**config.mk**
```make
export PLATFORM = sky130hd
export DESIGN_NAME = mem_bus_arbiter
export DESIGN_NICKNAME = d
export VERILOG_FILES = /design/src/rtl/mem_bus_pkg.sv /design/src/rtl/rr_arb2.sv /design/src/rtl/mem_bus_arbiter.sv
export SDC_FILE = /design/constraint.sdc
export NUM_CORES = 1
export LEC_CHECK = 0
export ABC_AREA = 0
export CAP_MARGIN = 10
export CORE_UTILIZATION = 48
export CTS_CLUSTER_DIAMETER = 30
export DETAILED_ROUTE_END_ITERATION = 10
export GPL_TIMING_DRIVEN = 0
export PLACE_DENSITY = 0.85
export SYNTH_ARGS = -nofsm -noshare
export SYNTH_HDL_FRONTEND = slang
export SYNTH_SLANG_ARGS = --single-unit
export TNS_END_PERCENT = 1
```
**constraint.sdc**
```tcl
create_clock -name clk -period 4.7 [get_ports clk]
set_input_delay 0.47 -clock clk [delete_from_list [all_inputs] [get_ports clk]]
set_output_delay 0.47 -clock clk [all_outputs]
set_load 0.02 [all_outputs]
```
**src/rtl/mem_bus_pkg.sv**
```systemverilog
// Shared types and constants for the external memory bus sequencer/arbiter.
// The state encoding is visible on state_dbg, so its values are part of the interface.
package mem_bus_pkg;

   typedef enum logic [3:0] {
      StIdle    = 4'd0,
      StAddr    = 4'd1,
      StLatch   = 4'd2,
      StRdOe    = 4'd3,
      StRdCap   = 4'd4,
      StWrData  = 4'd5,
      StWrPulse = 4'd6,
      StWrHold  = 4'd7,
      StAck     = 4'd8
   } state_e;

   localparam logic [7:0] OUT_ADDR_DEFAULT = 8'hFF;

   localparam int unsigned CPU = 0;
   localparam int unsigned LDR = 1;

   typedef struct packed {
      logic       we;
      logic [7:0] addr;
      logic [7:0] wdata;
   } txn_t;

endpackage

```
**src/rtl/rr_arb2.sv**
```systemverilog
// Two-request round-robin arbiter; the last-granted pointer advances only on accept.
module rr_arb2
   import mem_bus_pkg::*;
(
   input  logic       clk,
   input  logic       reset,
   input  logic [1:0] req,
   input  logic       accept,
   output logic [1:0] gnt
);

   // 1 = loader was granted last; resets to loader so the core wins the first tie
   logic last_q, last_d;

   always_comb begin
      if (req == 2'b11) begin
         gnt = last_q ? 2'b01 : 2'b10;
      end else begin
         gnt = req;
      end
   end

   always_comb begin
      last_d = last_q;
      if (accept && (gnt != 2'b00)) begin
         last_d = gnt[LDR];
      end
   end

   always_ff @(posedge clk) begin
      if (reset) begin
         last_q <= 1'b1;
      end else begin
         last_q <= last_d;
      end
   end

endmodule

```
**src/rtl/mem_bus_arbiter.sv**
```systemverilog
// Shared memory bus sequencer: arbitrates core/loader byte requests and runs the
// latch-then-access strobe sequence. Outputs are registered from the next state.
module mem_bus_arbiter
   import mem_bus_pkg::*;
#(
   parameter logic [7:0] OUT_ADDR = OUT_ADDR_DEFAULT
) (
   input  logic       clk,
   input  logic       reset,
   input  logic       cpu_req,
   input  logic       cpu_we,
   input  logic [7:0] cpu_addr,
   input  logic [7:0] cpu_wdata,
   output logic       cpu_ack,
   output logic [7:0] cpu_rdata,
   input  logic       ldr_req,
   input  logic       ldr_we,
   input  logic [7:0] ldr_addr,
   input  logic [7:0] ldr_wdata,
   output logic       ldr_ack,
   output logic [7:0] ldr_rdata,
   input  logic [7:0] bus_in,
   output logic [7:0] bus_out,
   output logic       bus_oe,
   output logic       latch_clk,
   output logic       sram_oe_n,
   output logic       sram_we_n,
   output logic       out_latch_clk,
   output logic       grant_ldr,
   output logic [3:0] state_dbg
);

   state_e     state_q, state_d;
   txn_t       txn_q, txn_d;
   logic       grant_ldr_q, grant_ldr_d;
   logic [1:0] gnt;
   logic       accept;

   logic       bus_oe_q, bus_oe_d;
   logic [7:0] bus_out_q, bus_out_d;
   logic       latch_clk_q, latch_clk_d;
   logic       sram_oe_n_q, sram_oe_n_d;
   logic       sram_we_n_q, sram_we_n_d;
   logic       out_latch_clk_q, out_latch_clk_d;
   logic       cpu_ack_q, cpu_ack_d;
   logic       ldr_ack_q, ldr_ack_d;
   logic [7:0] cpu_rdata_q, cpu_rdata_d;
   logic [7:0] ldr_rdata_q, ldr_rdata_d;

   assign accept = (state_q == StIdle) && (cpu_req || ldr_req);

   rr_arb2 u_arb (
      .clk    (clk),
      .reset  (reset),
      .req    ({ldr_req, cpu_req}),
      .accept (accept),
      .gnt    (gnt)
   );

   always_ff @(posedge clk) begin
      if (reset) begin
         state_q     <= StIdle;
         txn_q       <= '0;
         grant_ldr_q <= 1'b0;
      end else begin
         state_q     <= state_d;
         txn_q       <= txn_d;
         grant_ldr_q <= grant_ldr_d;
      end
   end

   always_comb begin
      state_d     = state_q;
      txn_d       = txn_q;
      grant_ldr_d = grant_ldr_q;
      unique case (state_q)
         StIdle: begin
            if (accept) begin
               state_d     = StAddr;
               grant_ldr_d = gnt[LDR];
               if (gnt[LDR]) begin
                  txn_d.we    = ldr_we;
                  txn_d.addr  = ldr_addr;
                  txn_d.wdata = ldr_wdata;
               end else begin
                  txn_d.we    = cpu_we;
                  txn_d.addr  = cpu_addr;
                  txn_d.wdata = cpu_wdata;
               end
            end
         end
         StAddr:    state_d = StLatch;
         StLatch:   state_d = txn_q.we ? StWrData : StRdOe;
         StRdOe:    state_d = StRdCap;
         StRdCap:   state_d = StAck;
         StWrData:  state_d = StWrPulse;
         StWrPulse: state_d = StWrHold;
         StWrHold:  state_d = StAck;
         StAck:     state_d = StIdle;
         default:   state_d = StIdle;
      endcase
   end

   // Output values are decoded from the state being entered so they register with it
   always_comb begin
      bus_oe_d        = 1'b1;
      bus_out_d       = bus_out_q;
      latch_clk_d     = 1'b0;
      sram_oe_n_d     = 1'b1;
      sram_we_n_d     = 1'b1;
      out_latch_clk_d = 1'b0;
      cpu_ack_d       = 1'b0;
      ldr_ack_d       = 1'b0;
      cpu_rdata_d     = cpu_rdata_q;
      ldr_rdata_d     = ldr_rdata_q;
      unique case (state_d)
         StAddr:  bus_out_d = txn_d.addr;
         StLatch: latch_clk_d = 1'b1;
         StRdOe, StRdCap: begin
            latch_clk_d = 1'b1;
            bus_oe_d    = 1'b0;
            sram_oe_n_d = 1'b0;
         end
         StWrData: begin
            latch_clk_d = 1'b1;
            bus_out_d   = txn_d.wdata;
         end
         StWrPulse: begin
            latch_clk_d = 1'b1;
            if (txn_d.addr != OUT_ADDR) begin
               sram_we_n_d = 1'b0;
            end else begin
               out_latch_clk_d = 1'b1;
            end
         end
         StWrHold: latch_clk_d = 1'b1;
         StAck: begin
            latch_clk_d = 1'b1;
            cpu_ack_d   = !grant_ldr_d;
            ldr_ack_d   = grant_ldr_d;
         end
         default: ;
      endcase
      if (state_q == StRdCap) begin
         if (grant_ldr_q) begin
            ldr_rdata_d = bus_in;
         end else begin
            cpu_rdata_d = bus_in;
         end
      end
   end

   always_ff @(posedge clk) begin
      if (reset) begin
         bus_oe_q        <= 1'b1;
         bus_out_q       <= 8'h00;
         latch_clk_q     <= 1'b0;
         sram_oe_n_q     <= 1'b1;
         sram_we_n_q     <= 1'b1;
         out_latch_clk_q <= 1'b0;
         cpu_ack_q       <= 1'b0;
         ldr_ack_q       <= 1'b0;
         cpu_rdata_q     <= 8'h00;
         ldr_rdata_q     <= 8'h00;
      end else begin
         bus_oe_q        <= bus_oe_d;
         bus_out_q       <= bus_out_d;
         latch_clk_q     <= latch_clk_d;
         sram_oe_n_q     <= sram_oe_n_d;
         sram_we_n_q     <= sram_we_n_d;
         out_latch_clk_q <= out_latch_clk_d;
         cpu_ack_q       <= cpu_ack_d;
         ldr_ack_q       <= ldr_ack_d;
         cpu_rdata_q     <= cpu_rdata_d;
         ldr_rdata_q     <= ldr_rdata_d;
      end
   end

   assign bus_oe        = bus_oe_q;
   assign bus_out       = bus_out_q;
   assign latch_clk     = latch_clk_q;
   assign sram_oe_n     = sram_oe_n_q;
   assign sram_we_n     = sram_we_n_q;
   assign out_latch_clk = out_latch_clk_q;
   assign cpu_ack       = cpu_ack_q;
   assign ldr_ack       = ldr_ack_q;
   assign cpu_rdata     = cpu_rdata_q;
   assign ldr_rdata     = ldr_rdata_q;
   assign grant_ldr     = grant_ldr_q;
   assign state_dbg     = state_q;

endmodule

```
==> results.toml <==
[clock_tree]
root_buffer = "clkbuf_8"
numCtsBuffers = 5
cts_setup_buffers = 0
cts_resized = 0
postCtsHoldBufs = 0
cts_max_path_buffers = 2
cts.sinks = 53
clk_pin_slew_ns = 0.09
h-tree-depth = 2
cts_tree = "yes"
clk_latency_ns = 0.31

[critical_path]
path_class = "input pin to flip-flop"
crit_slowest_cell = "clkdlybuf4s50_1"
critical-path-top-delay-family = "buffers and inverters"
cp-startpoint = "cpu_req"
cp.arrival_ns = 2.51
path_buf_inv = 2
cp-end-kind = "flip-flop"
crit_path_start_kind = "input pin"
crit_chain = "clkdlybuf4s50_1 -> or2_1 -> mux2i_1 -> nor4_1 -> buf_2 -> nor2_1 -> a311oi_1"
critPathMaxStageDelay_ns = 0.56
r2r-start = "state_dbg[0]$_SDFF_PP0_"
crit_fanout = 10
crit_required_ns = 4.92

[sta]
period_share = 0.4886
hold_ws_ns = 0.5027
skew_ns = 0.002785
final_max_slew_viol_count = 0
hold_violations = 0
finalSetupTns_ns = 0
fmax_mhz = 435.4
worst_slew_pin_slew_ns = 0.7030
grt_setup_unrepaired = "false"
fin_crit_ns = 2.297
finalSetupViolCount = 0
slew_headroom = 0.5278

[global_route]
grt.overflow.total = 0
grt_antenna_before_repair = 0
first_global_vias = 2141
grt_max_degree = 17
grt_usage = 0.2519
grt_pass1_wl_um = 10120

[synthesis]
synth_edf_count = 0
synth-main-ff-cell = "dfxtp_1"
yosys_warnings = 0
syn_nets = 306
synth.top_cell.area_share = 0.4513
syn_inst = 260
synthTopCellsByCount = "dfxtp_1 (53), nor2_1 (47), nand2_1 (20)"
syn-cell-area_sq_um = 2351
synth_cell_types = 41
yosysSeqAreaShare = 0.4513
async_reset_ff_frac = 0
ys_ff_latch = 53
synth.largest_area_cell = "dfxtp_1"
synth.avg_cell_area_sq_um = 9.042
yosysMostFrequentCell = "dfxtp_1"
synthTopCellsByArea = "dfxtp_1 (45%), nor2_1 (7.5%), mux2i_1 (7.2%)"

[floorplan]
row_count = 25
initial_core_util = 0.4977
core_area_sq_um = 4723
die_h_um = 71.99
die-area_sq_um = 5182
dieWidth_um = 71.99
ioPinCount = 82

[finish]
n_fill_cell = 386
antenna_cells = 0
area_growth_pct = 41.72
regArea_sq_um = 1061
layout.cells.non_filler = 415
multiInputGateArea_sq_um = 1149
drive_gt1_frac = 0.08621
final_nets = 393

[placement]
gp_congestion = 0.8587
io_buffers = 80
hpwl_um = 4712
dp.cells = 407

[route]
ant_nets = 0
drc = 0
drt_wl_total_um = 6443
vias = 2312
vias_per_cell = 5.571
drtPass1Iterations = 4
drt-initial-drc-count = 177
wire_per_inst_um = 15.53

[power]
p_leak_uw = 0.001282
ir_drop_mv = 0.1850
p_total_uw = 1069
powerDensity_nw_per_um2 = 320.8

[job]
max_cap_violations = 0

[run_status]
outcome = "finished, final reports clean"

[min_path]
worstHoldStart = "ldr_rdata[2]$_SDFFE_PP0P_"
hold_path.class = "flip-flop to flip-flop"
worst paths after layout:
kind / cells past startpoint / slack (ns) / end
worst max-delay path: 7 / 2.40 / bus_out[6]$_SDFFE_PP0P_
worst min-delay path: 2 / 0.50 / ldr_rdata[2]$_SDFFE_PP0P_
worst max register to register: 7 / 2.79 / bus_out[6]$_SDFFE_PP0P_
worst min register to register: 2 / 0.50 / ldr_rdata[2]$_SDFFE_PP0P_
routing by layer:
layer | routed length (um) | vias to the layer above | global-route usage
met5 | 0 | - | 0
met3 | 347 | 8 | 0.05000
met2 | 3217 | 86 | 0.4161
li1 | - | 1114 | -
met4 | 95 | 0 | 0.08715
met1 | 2783 | 1104 | 0.3298
sequential cells by signal, indices dropped and copies added, names as in the netlist:
| signal | count |
|---|---|
| sram_we_n | 1 |
| bus_out | 8 |
| latch_clk | 1 |
| ldr_rdata | 8 |
| txn_q | 17 |
| u_arb.last_q | 1 |
| state_dbg | 4 |
| out_latch_clk | 1 |
| cpu_rdata | 8 |
| ldr_ack | 1 |
| cpu_ack | 1 |
| grant_ldr | 1 |
| sram_oe_n | 1 |
per-stage QoR:
| stage | util | instance area (sq um) | worst slack (ns) |
|---|---|---|---|
| 2_1_floorplan | - | 2351 | 2.970 |
| 3_3_place_gp | 0.6850 | 3236 | 2.183 |
| 3_5_place_dp | 0.6850 | 3236 | 2.143 |
| 4_1_cts | 0.7054 | 3332 | 2.461 |
| 5_1_grt | 0.7054 | 3332 | 2.291 |
| 6_report | 0.7054 | 3332 | 2.403 |
cell type report:
class	count	area share
buffer	23	0.03793
sequential	53	0.3184
tap	67	0.02516
clock inverter	2	0.004131
clock buffer	6	0.02478
timing repair buffer	80	0.2403
inverter	4	0.004506
multi-input combinational	180	0.3447
placed cells by master, fill, tap and decap left out, types with 2 or more instances in the layout:
master	instances
nor4_1	2
inv_1	4
nand4_1	6
nor3_1	6
dfxtp_1	53
clkbuf_8	6
clkdlybuf4s50_1	80
nor2_1	47
a311oi_1	12
a21oi_1	2
mux2i_1	17
buf_6	2
buf_1	2
nand3b_1	2
nand2_1	20
a211oi_1	9
o32ai_1	7
o41ai_2	2
nand3_1	2
nor2b_1	5
o21ai_0	13
and3_1	2
o21a_1	2
a211o_1	5
buf_4	4
a2bb2oi_2	2
clkbuf_1	7
buf_2	8
or3_1	3
worst register-to-register path: cells and delay by family, from the launching register on:
kind / cells / cell delay [ns]
DFF: 1 / 0.38
buffers and inverters: 2 / 0.51
AOI/OAI and AO/OA: 3 / 0.64
and+or+nand+nor: 2 / 0.29
power breakdown:
part           leakage [uW]  switching (uW)  internal, uW
Sequential         0.000434            23.2           488
Combinational      0.000796             151           137
Clock             0.0000512             150           120
logic make-up after synthesis:
family | Yosys count | synth area share
and+or+nand+nor | 103 | 0.2118
AOI/OAI and AO/OA | 60 | 0.2044
DFF | 53 | 0.4513
buffers and inverters | 27 | 0.06014
muxes | 17 | 0.07238
Power figures use the tool's default switching activity.
